**config.mk**
```make
export PLATFORM = sky130hd
export DESIGN_NAME = hex_display_scanner
export DESIGN_NICKNAME = d
export VERILOG_FILES = /design/src/rtl/hex_display_scanner.sv
export SDC_FILE = /design/constraint.sdc
export NUM_CORES = 1
export LEC_CHECK = 0
export ABC_AREA = 0
export CORE_ASPECT_RATIO = 0.75
export CORE_MARGIN = 1
export CORE_UTILIZATION = 35
export DETAILED_ROUTE_END_ITERATION = 7
export GPL_ROUTABILITY_DRIVEN = 0
export GPL_TIMING_DRIVEN = 0
export PLACE_DENSITY = 0.63
export REMOVE_ABC_BUFFERS = 1
export SKIP_CTS_REPAIR_TIMING = 1
export SLEW_MARGIN = 25
export SYNTH_ARGS = -nofsm -noshare
export SYNTH_HDL_FRONTEND = slang
export SYNTH_SLANG_ARGS = --single-unit
```
**constraint.sdc**
```tcl
create_clock -name clk -period 4.43 [get_ports clk]
set_input_delay 0.886 -clock clk [delete_from_list [all_inputs] [get_ports clk]]
set_output_delay 0.886 -clock clk [all_outputs]
set_load 0.03 [all_outputs]
```
**src/rtl/hex_display_scanner.sv**
```systemverilog
// Multiplexed N-digit hex 7-segment scanner; seg_out/digit_en are registered one clock behind the scan index.
// One value can be pending at a time. It is held off (load_ready low) until the next frame boundary swaps it in.
module hex_display_scanner #(
   parameter int DIGITS       = 4,
   parameter int SCAN_DIV     = 1000,
   parameter int BLINK_FRAMES = 64,
   parameter bit ACTIVE_LOW   = 1'b1
) (
   input  logic                  clk,
   input  logic                  reset,
   input  logic                  load_valid,
   output logic                  load_ready,
   input  logic [4*DIGITS-1:0]   load_value,
   input  logic [DIGITS-1:0]     load_blank,
   input  logic                  lz_suppress,
   input  logic                  blink_en,
   output logic [6:0]            seg_out,
   output logic [DIGITS-1:0]     digit_en
);

   localparam int IDX_W = (DIGITS > 1) ? $clog2(DIGITS) : 1;
   localparam int SC_W  = $clog2(SCAN_DIV);
   localparam int FC_W  = (BLINK_FRAMES > 1) ? $clog2(BLINK_FRAMES) : 1;

   logic [IDX_W-1:0]    idx_q, idx_d;
   logic [SC_W-1:0]     scan_cnt_q, scan_cnt_d;
   logic [FC_W-1:0]     frame_cnt_q, frame_cnt_d;
   logic                blink_phase_q, blink_phase_d;
   logic [4*DIGITS-1:0] shown_val_q, shown_val_d;
   logic [DIGITS-1:0]   shown_blank_q, shown_blank_d;
   logic [4*DIGITS-1:0] pend_val_q, pend_val_d;
   logic [DIGITS-1:0]   pend_blank_q, pend_blank_d;
   logic                pend_vld_q, pend_vld_d;
   logic                ready_q, ready_d;
   logic [6:0]          seg_q, seg_d;
   logic [DIGITS-1:0]   digit_en_q, digit_en_d;

   logic                tick, last_digit, frame_end, accept;
   logic [3:0]          nib;
   logic                blank_bit, upper_nz, dark;
   logic [DIGITS-1:0]   onehot;
   logic [6:0]          seg_lo;

   always_ff @(posedge clk) begin
      if (reset) begin
         idx_q         <= '0;
         scan_cnt_q    <= '0;
         frame_cnt_q   <= '0;
         blink_phase_q <= 1'b0;
         shown_val_q   <= '0;
         shown_blank_q <= '0;
         pend_val_q    <= '0;
         pend_blank_q  <= '0;
         pend_vld_q    <= 1'b0;
         ready_q       <= 1'b0;
         seg_q         <= {7{ACTIVE_LOW}};
         digit_en_q    <= {DIGITS{ACTIVE_LOW}};
      end else begin
         idx_q         <= idx_d;
         scan_cnt_q    <= scan_cnt_d;
         frame_cnt_q   <= frame_cnt_d;
         blink_phase_q <= blink_phase_d;
         shown_val_q   <= shown_val_d;
         shown_blank_q <= shown_blank_d;
         pend_val_q    <= pend_val_d;
         pend_blank_q  <= pend_blank_d;
         pend_vld_q    <= pend_vld_d;
         ready_q       <= ready_d;
         seg_q         <= seg_d;
         digit_en_q    <= digit_en_d;
      end
   end

   always_comb begin
      tick          = (scan_cnt_q == SC_W'(SCAN_DIV - 1));
      last_digit    = (idx_q == IDX_W'(DIGITS - 1));
      frame_end     = tick && last_digit;
      accept        = load_valid && ready_q;

      scan_cnt_d    = tick ? '0 : scan_cnt_q + SC_W'(1);
      idx_d         = idx_q;
      if (tick) begin
         idx_d = last_digit ? '0 : idx_q + IDX_W'(1);
      end

      frame_cnt_d   = frame_cnt_q;
      blink_phase_d = blink_phase_q;
      if (frame_end) begin
         if (frame_cnt_q == FC_W'(BLINK_FRAMES - 1)) begin
            frame_cnt_d   = '0;
            blink_phase_d = ~blink_phase_q;
         end else begin
            frame_cnt_d   = frame_cnt_q + FC_W'(1);
         end
      end

      // A value accepted on the boundary cycle itself is not yet pending, so it waits a full frame.
      shown_val_d   = shown_val_q;
      shown_blank_d = shown_blank_q;
      pend_val_d    = pend_val_q;
      pend_blank_d  = pend_blank_q;
      pend_vld_d    = pend_vld_q;
      if (frame_end && pend_vld_q) begin
         shown_val_d   = pend_val_q;
         shown_blank_d = pend_blank_q;
         pend_vld_d    = 1'b0;
      end
      if (accept) begin
         pend_val_d   = load_value;
         pend_blank_d = load_blank;
         pend_vld_d   = 1'b1;
      end
      ready_d = ~pend_vld_d;
   end

   always_comb begin
      nib       = 4'h0;
      blank_bit = 1'b0;
      upper_nz  = 1'b0;
      onehot    = '0;
      for (int j = 0; j < DIGITS; j++) begin
         if (IDX_W'(j) == idx_q) begin
            nib       = shown_val_q[4*j +: 4];
            blank_bit = shown_blank_q[j];
            onehot[j] = 1'b1;
         end
         if ((IDX_W'(j) >= idx_q) && (shown_val_q[4*j +: 4] != 4'h0)) begin
            upper_nz = 1'b1;
         end
      end

      dark = blank_bit
           || (lz_suppress && (idx_q != '0) && !upper_nz)
           || (blink_en && blink_phase_q);

      // Table is in active-low form {g,f,e,d,c,b,a}.
      case (nib)
         4'h0:    seg_lo = 7'b1000000;
         4'h1:    seg_lo = 7'b1111001;
         4'h2:    seg_lo = 7'b0100100;
         4'h3:    seg_lo = 7'b0110000;
         4'h4:    seg_lo = 7'b0011001;
         4'h5:    seg_lo = 7'b0010010;
         4'h6:    seg_lo = 7'b0000010;
         4'h7:    seg_lo = 7'b1111000;
         4'h8:    seg_lo = 7'b0000000;
         4'h9:    seg_lo = 7'b0011000;
         4'hA:    seg_lo = 7'b0001000;
         4'hB:    seg_lo = 7'b0000011;
         4'hC:    seg_lo = 7'b1000110;
         4'hD:    seg_lo = 7'b0100001;
         4'hE:    seg_lo = 7'b0000110;
         default: seg_lo = 7'b0001110;
      endcase

      seg_d      = dark ? 7'h7F : seg_lo;
      digit_en_d = ~onehot;
      if (!ACTIVE_LOW) begin
         seg_d      = ~seg_d;
         digit_en_d = onehot;
      end
   end

   assign load_ready = ready_q;
   assign seg_out    = seg_q;
   assign digit_en   = digit_en_q;

endmodule
```
==> qor.csv, run 1 <==
metric;value;unit
status;finished, violations left;
violations;design-rule violations;
track_usage;14.4;%
crit_end;seg_out[6];
pwr-share-seq;42.6;%
fin_crit_sh;61.4;%
fillers;871;
post-route-min-period;2.72;ns
grt_pass1_vias;2342;
fmax;0.367;GHz
start_kind;register;
min_path_cells;2;
antenna_found_initial;0;
dieArea;9290;µm²
r2r_slack;1.71;ns
drc_errors;4;
syn_area;3120;µm²
reg2regPathDepth;8;
cts_made_buffers;9;
drv_slew;0;
skew;0.00588;ns
die_width;111;µm
grt_start_max_net_pins;43;
comb_power_share;5.0;%
insertion_delay;0.33;ns
cp-startpoint;idx_q[0];
rsz0062_at_grt;false;
drtPass1Iterations;6;
worst_pin_slew;0.864;ns
met3_usage;5.45;%
whs;0.451;ns
fp.coreArea;8560;µm²
grt_pass1_wl;10700;µm
avgSynthCellArea;8.45;µm²
post_drt_wl_per_cell;12.5;µm
viasPerCell;4.89;
ys_dominant_reg_cell;dfxtp_1;
p_switching;0.323;mW
r2r-start;idx_q[0];
initial_core_util;36.4;%
n_antenna_cell;0;
cap_violations;0;
required;4.62;ns
ys_seq_area_share;46.2;%
p_sw_share;20.5;%
drt_iter0_drc;142;
hold_path_class;reg -> reg;
synthCells;369;
cts_tree;done;
busiest_layer;met2;
finalHoldViolCount;0;
row_count;29;
antenna_left;0;
peakVddDrop;0.165;mV
p_int;1.25;mW
p_clk_share;52.4;%
worstPathArrival;2.91;ns
use_met1;18.1;%
powerDensity;410;nW/µm²
r2r_end;seg_out[6];
finalSetupViolations;0;
p_leak;1.35;nW
grt.overflow.total;0;
async_flop_share;0;%
cp-end-kind;register;
synth_cell_types;46;
synth_warnings;0;
num_vias;2482;
drt_wl_total;6330;µm
dpl.hpwl;4320;µm
fin_nets;432;
cts.clk_slew.worst_paths;0.06;ns
ioPinCount;37;
ys_ff_latch;72;
drive_gt1_share;7.75;%
dieHeight;83.7;µm
tns;0;ns
htreeDepth;3;
syn_to_final_growth;23.1;%
clock_sinks;72;
cts_buffer_depth;2;
met2_usage;23.2;%
slew_headroom;42.4;%
cts_root_buffer;clkbuf_16;
synth_edf_count;0;
criticalPathCategory;reg -> reg;
critPathMaxFanout;17;
port_buffers;36;
[cell usage in the layout (no fill, tap or decap), types with 7 or more instances in the layout]
cell type / count
clkbuf_16: 9
ha_1: 12
clkdlybuf4s50_1: 35
nand2b_1: 7
nand2_1: 97
nor2_1: 22
a21oi_1: 47
inv_1: 10
xnor2_1: 7
dfxtp_1: 72
[power by group through the flow]
stage | registers, mW | clock network [mW] | logic (mW)
global route | 0.673 | 0.877 | 0.0862
floorplan | 0.693 | 0 | 0.0245
finish | 0.672 | 0.826 | 0.0784
global placement | 0.685 | 0 | 0.0772
detailed placement | 0.686 | 0 | 0.0794
CTS | 0.672 | 0.841 | 0.0798
[how the worst min path moves through the flow]
stage | slack (ns) | end | startpoint
floorplan | 0.41 | scan_cnt_q[0] | scan_cnt_q[0]
global placement | 0.43 | scan_cnt_q[0] | scan_cnt_q[0]
detailed placement | 0.45 | scan_cnt_q[0] | scan_cnt_q[0]
CTS | 0.45 | shown_blank_q[1] | shown_blank_q[1]
global route | 0.46 | scan_cnt_q[0] | scan_cnt_q[0]
finish | 0.45 | shown_blank_q[1] | shown_blank_q[1]
[worst max-delay path, cell delays in order, from the launching register on]
cell and delay, ns:
dfxtp_1 0.44, ha_1 0.61, a21oi_1 0.10, a22oi_1 0.47
inv_1 0.18, ha_1 0.29, mux2_1 0.31, nand2_1 0.08
o211ai_1 0.10
[flip-flops by register name, indices dropped and copies added, names as in the netlist]
register,cells
load_ready,1
pend_vld_q,1
shown_blank_q,4
idx_q,2
pend_blank_q,4
digit_en,4
shown_val_q,16
blink_phase_q,1
pend_val_q,16
seg_out,7
scan_cnt_q,10
frame_cnt_q,6
[logic make-up after synthesis]
logic type               after synthesis  synth area share (%)
flip-flops                            72                  46.2
buffers and inverters                 32                  5.54
XOR/XNOR                              12                  3.37
AND/OR/NAND/NOR                      161                  23.4
multiplexers                           5                  1.69
AO/OA/AOI/OAI                         75                  15.0
adder cells (fa/ha/maj)               12                  4.82
[metrics by stage]
step / total power, mW / cell area, µm² / worst slack [ns] / util, % / cells
final: 1.58 / 3840 / 1.71 / 44.8 / 508
after detailed placement: 0.765 / 3490 / 1.80 / 40.8 / 492
after CTS: 1.59 / 3840 / 1.79 / 44.8 / 508
after global placement: 0.762 / 3480 / 0.604 / 40.6 / 491
after global routing: 1.64 / 3840 / 1.56 / 44.8 / 508
after floorplan: 0.718 / 2980 / 2.23 / - / 347
[final cells by class]
type,instances,area [µm²],share of cell area [%]
clock buffer,9,225,5.87
inverter,10,37.5,0.978
tap,108,135,3.52
multi-input combinational,265,1500,39.2
sequential,72,1440,37.5
clock inverter,7,120,3.13
timing repair buffer,37,375,9.78
[cells in the mapped netlist (2+ instances only)]
library cell,count,area (µm²)
nand2_1,97,364
ha_1,12,150
a211oi_2,2,25.0
nand4_1,3,18.8
nand3_1,4,20.0
a211oi_1,2,15.0
o21ai_0,5,25.0
nor2b_1,5,31.3
o221ai_1,2,17.5
nand2b_1,7,43.8
nor3b_1,3,22.5
buf_4,3,22.5
and2_1,2,12.5
clkbuf_1,11,41.3
nor2_1,22,82.6
inv_1,10,37.5
a221oi_2,2,30.0
a21oi_1,47,235
or3_1,3,18.8
nand3b_1,4,30.0
buf_6,5,56.3
buf_2,3,15.0
xor2_1,5,43.8
a21oi_2,3,26.3
nor4_1,3,18.8
nor3_1,2,10.0
mux2i_1,3,30.0
dfxtp_1,72,1440
xnor2_1,7,61.3
o211ai_1,4,30.0
[layer usage]
metal  wire, µm  share of wire (%)
met5          0                  0
met1       3180                 50
met4         44               0.69
met2       2810                 44
met3        294                4.6
Power figures use the tool's default switching activity.
==> run 2: changes to the inputs <==
Settings changed: PLACE_DENSITY 0.63 to 0.65.
Clock period 4.43 ns to 2.4 ns, I/O delays scaled along.
==> qor.csv, run 2 (synthesis results as in run 1) <==
metric;value;unit
die_width;111;µm
row_count;29;
dp_slack;-0.209;ns
fin_nets;435;
antenna_found_initial;0;
drt_wl_total;6160;µm
status;finished, violations left;
port_buffers;36;
cts_made_buffers;9;
track_usage;13.9;%
slew_headroom;49.5;%
antenna_left;0;
fp.coreArea;8560;µm²
place_inst;492;
fin_cells;511;
cts.clk_slew.worst_paths;0.06;ns
cts_root_buffer;clkbuf_16;
tns;0;ns
fmax;0.442;GHz
peakVddDrop;0.288;mV
clock_sinks;72;
worstPathArrival;2.44;ns
required;2.58;ns
violations;design-rule violations;
post-route-min-period;2.26;ns
initial_core_util;36.4;%
grt_start_max_net_pins;36;
hold_path_class;reg -> reg;
rsz0062_at_grt;false;
drc_errors;6;
whs;0.448;ns
n_antenna_cell;0;
layout_commonest_cell;nand2_1;
dpl.hpwl;4170;µm
drive_gt1_share;10.7;%
cap_violations;0;
syn_to_final_growth;24.6;%
htreeDepth;3;
num_vias;2458;
worst_pin_slew;0.757;ns
grt.overflow.total;0;
drv_slew;0;
fin_crit_sh;94.2;%
ioPinCount;37;
cp-end-kind;register;
post_drt_wl_per_cell;12.1;µm
drtPass1Iterations;6;
setup_slack;0.140;ns
grt_pass1_wl;10400;µm
dieHeight;83.7;µm
cts_tree;done;
most-common-layout-cells;nand2_1, dfxtp_1, a21oi_1;
powerDensity;699;nW/µm²
critPathMaxFanout;12;
drt_iter0_drc;137;
finalHoldViolCount;0;
skew;0.00666;ns
cts_buffer_depth;2;
reg_top3;pend_val_q: 16 flops, shown_val_q: 16 flops, scan_cnt_q: 10 flops;
dieArea;9290;µm²
criticalPathCategory;reg -> reg;
grt_pass1_vias;2267;
start_kind;register;
finalSetupViolations;0;
p_leak;1.34;nW
viasPerCell;4.81;
insertion_delay;0.33;ns
total_power;2.72;mW
[run 2: worst max-delay path, stage by stage, from the launching register on]
cell	delay (ns)
dfxtp_2	0.39
inv_1	0.08
ha_2	0.25
a21oi_1	0.15
o21ai_0	0.12
a22oi_2	0.27
inv_1	0.12
ha_1	0.27
mux2_1	0.30
nand2_1	0.07
o211ai_1	0.09
[run 2: worst paths after layout]
check / from / end / slack, ns / cells past startpoint
worst max register to register: idx_q[1] / seg_out[6] / 0.14 / 10
worst max-delay path: idx_q[1] / seg_out[6] / 0.14 / 10
worst min-delay path: scan_cnt_q[0] / scan_cnt_q[0] / 0.45 / 1
worst min register to register: scan_cnt_q[0] / scan_cnt_q[0] / 0.45 / 1
[run 2: through the flow]
stage	utilization, %	area (µm²)
2_1_floorplan	-	2980
3_3_place_gp	40.6	3480
3_5_place_dp	40.8	3490
4_1_cts	44.4	3800
5_1_grt	45.4	3890
6_report	45.4	3890
[run 2: final cells by class]
class | instances | area, µm²
fill | 843 | 4680
multi-input combinational | 265 | 1560
sequential | 72 | 1440
timing repair buffer | 40 | 398
clock buffer | 10 | 239
tap | 108 | 135
clock inverter | 6 | 68.8
inverter | 10 | 37.5
[run 2: metal layers]
layer | vias up | track usage, % | part of all wire (%)
li1 | 1296 | - | -
met1 | 1112 | 17.4 | 51
met2 | 40 | 22.5 | 44
met3 | 10 | 4.28 | 4.3
met4 | 0 | 5.23 | 1.2
met5 | - | 0 | 0
[run 2: report_power, final]
part / switching [mW] / leakage (nW) / internal [mW]
Clock: 0.500 / 0.137 / 0.833
Combinational: 0.0739 / 0.615 / 0.0709
Sequential: 0.0137 / 0.587 / 1.23
==> run 3: changes to the inputs <==
Settings changed: CTS_CLUSTER_DIAMETER set to 120.
==> results of run 3 <==
Final layout, timing and power as in run 2 (identical DEF).
==> variant, RTL diff (settings of run 1) <==
Register the output `seg_out` once more, with the module's reset; this adds one clock of latency there. The other outputs are not delayed to match. Comments in the files are not updated.
--- a/src/rtl/hex_display_scanner.sv
+++ b/src/rtl/hex_display_scanner.sv
@@ -164,3 +164,9 @@
    assign load_ready = ready_q;
-   assign seg_out    = seg_q;
+   always_ff @(posedge clk) begin
+      if (reset) begin
+         seg_out <= '0;
+      end else begin
+         seg_out <= seg_q;
+      end
+   end
    assign digit_en   = digit_en_q;
Function: changed (a bounded check fails within 4 cycles, from zero or initial values and one cycle with reset high).
==> variant against run 1 <==
  * Routed wire length is 2.4% lower
  * Setup slack got worse by 380 ps
  * Global-route usage barely moved
  * Total power decreased by 2.5%
  * Sequential cell count rose by 7
  * Non-clock buffer count shrank 1
  * Clock power fell by 13%
  * Utilization up 0.24 points
  * Area after synthesis is 3.7% higher
  * Cell area rose by 2.2%
  * Largest cell class is now registers
==> variant: results (changes against run 1) <==
* All-Layer GR Usage at 14.4% (about the same)
* Grt met3 use at 6.29% (+0.84 points)
* Distinct cell type count of the synthesized netlist at 40 (-13%)
* Critical path peak fanout at 11 (-6)
* Synth Area in Adders at 4.65% (-0.17 points)
* First-pass GRT wire length at 10.8 mm (+0.58%)
* Post-Synth XOR/XNOR Area at 3.25% (-0.12 points)
* Port bufs at 36 (unchanged)
* CP max-delay cell: o31ai_1
* Dominant cells by area after synthesis: dfxtp_1 (49%), nand2_1 (12%), a21oi_1 (7.9%), ha_1 (4.6%), nor2b_1 (2.5%)
* Status: completed
* Final nets at 444 (+2.8%)
* EDFF count, synth at 0 (unchanged)
* GR Util met2 at 21.3% (-1.9 points)
* Commonest cells in the netlist: nand2_1 (102), dfxtp_1 (79), a21oi_1 (51)
* CP max stage delay at 670 ps (+60 ps)
* Peak VDD IR at 0.000250 V (+52%)
* Mapped Cells at 381 (+3.3%)
* Family with the most delay on the worst path: compound AO/OA/AOI/OAI gates
* Placed Area at 3630 sq um (+4.0%)
* Synth Area in Compound Gates at 13.8% (-1.1 points)
* Pin count of the biggest net entering global routing at 67 (+56%)
* Sequential area share after synthesis at 48.9% (+2.7 points)
* Slew margin rel. at 46.4% (+4.0 points)
* CP Data Arrival Time at 3280 ps (+370 ps)
* DR iter-0 viols at 129 (-9.2%)
* Pre-CTS WS at 1320 ps (-481 ps)
* Post-Layout Cell Count at 520 (+2.4%)
* Leakage power total at 1.39 nW (+2.9%)
* DP Wirelength at 4.20 mm (-2.7%)
* Clock Latency Late Sink at 330 ps (about the same)
* Vias in the first global route at 2,294 (-2.0%)
* Share of cells above drive strength 1 at 4.85% (-2.9 points)
* GR Layer Usage met1 at 18.9% (+0.85 points)
* Worst Skew at 4.02 ps (-1.87 ps)
* Iteration count of the initial detailed-routing pass at 4 (-2)
* Final WL at 6.18 mm (-2.4%)
* # fillers at 899 (+3.2%)
* Vias at 2,527 (+1.8%)
## variant: cell types whose count changed in the layout (fill, tap and decap cells not counted), moves of 3 or more
cell      change
o221ai_1      +3
dfxtp_1       +7
a21oi_2       -3
nor2b_1       +8
a21oi_1       +4
clkbuf_1      +3
nand2_1       +5
inv_1         -3
o211ai_1      -4
## variant: power by group
group | internal (mW) | leakage [nW] | switching (mW)
registers | 0.730 | 0.644 | 0.00772
clock network | 0.451 | 0.140 | 0.268
logic | 0.0390 | 0.611 | 0.0413
total | 1.22 | 1.39 | 0.317
## variant: final timing paths
kind	startpoint	end	slack (ps)	cells past startpoint
setup reg to reg	idx_q[1]$_SDFFE_PP0N_	seg_q[3]$_SDFF_PP1_	1330	10
hold reg to reg	seg_q[0]$_SDFF_PP1_	seg_out[0]$_SDFF_PP0_	430	1
setup / recovery	idx_q[1]$_SDFFE_PP0N_	seg_q[3]$_SDFF_PP1_	1330	10
hold / removal	seg_q[0]$_SDFF_PP1_	seg_out[0]$_SDFF_PP0_	430	1
## variant: worst reg2reg max path, delay by kind of cell (launching register included)
| family | cells | cell delay (ps) |
|---|---|---|
| compound gates | 3 | 870 |
| buf+inv | 2 | 280 |
| mux | 1 | 350 |
| fa+ha+maj | 2 | 730 |
| simple gates | 2 | 300 |
| flops | 1 | 420 |
## variant: final cells by class
type | count | area [sq um] | area share (%)
clock buffers | 13 | 250 | 6.38
inverters | 7 | 26.3 | 0.669
well taps | 108 | 135 | 3.44
repair buffers | 36 | 358 | 9.12
flip-flops and latches | 79 | 1580 | 40.3
clock inverters | 3 | 42.5 | 1.08
multi-input cells | 274 | 1530 | 39.0
## variant: metal layers
layer  wire length, microns  vias up
li1                       -     1334
met3                    298        4
met5                      0        -
met1                   3230     1137
met2                   2590       52
met4                     62        0
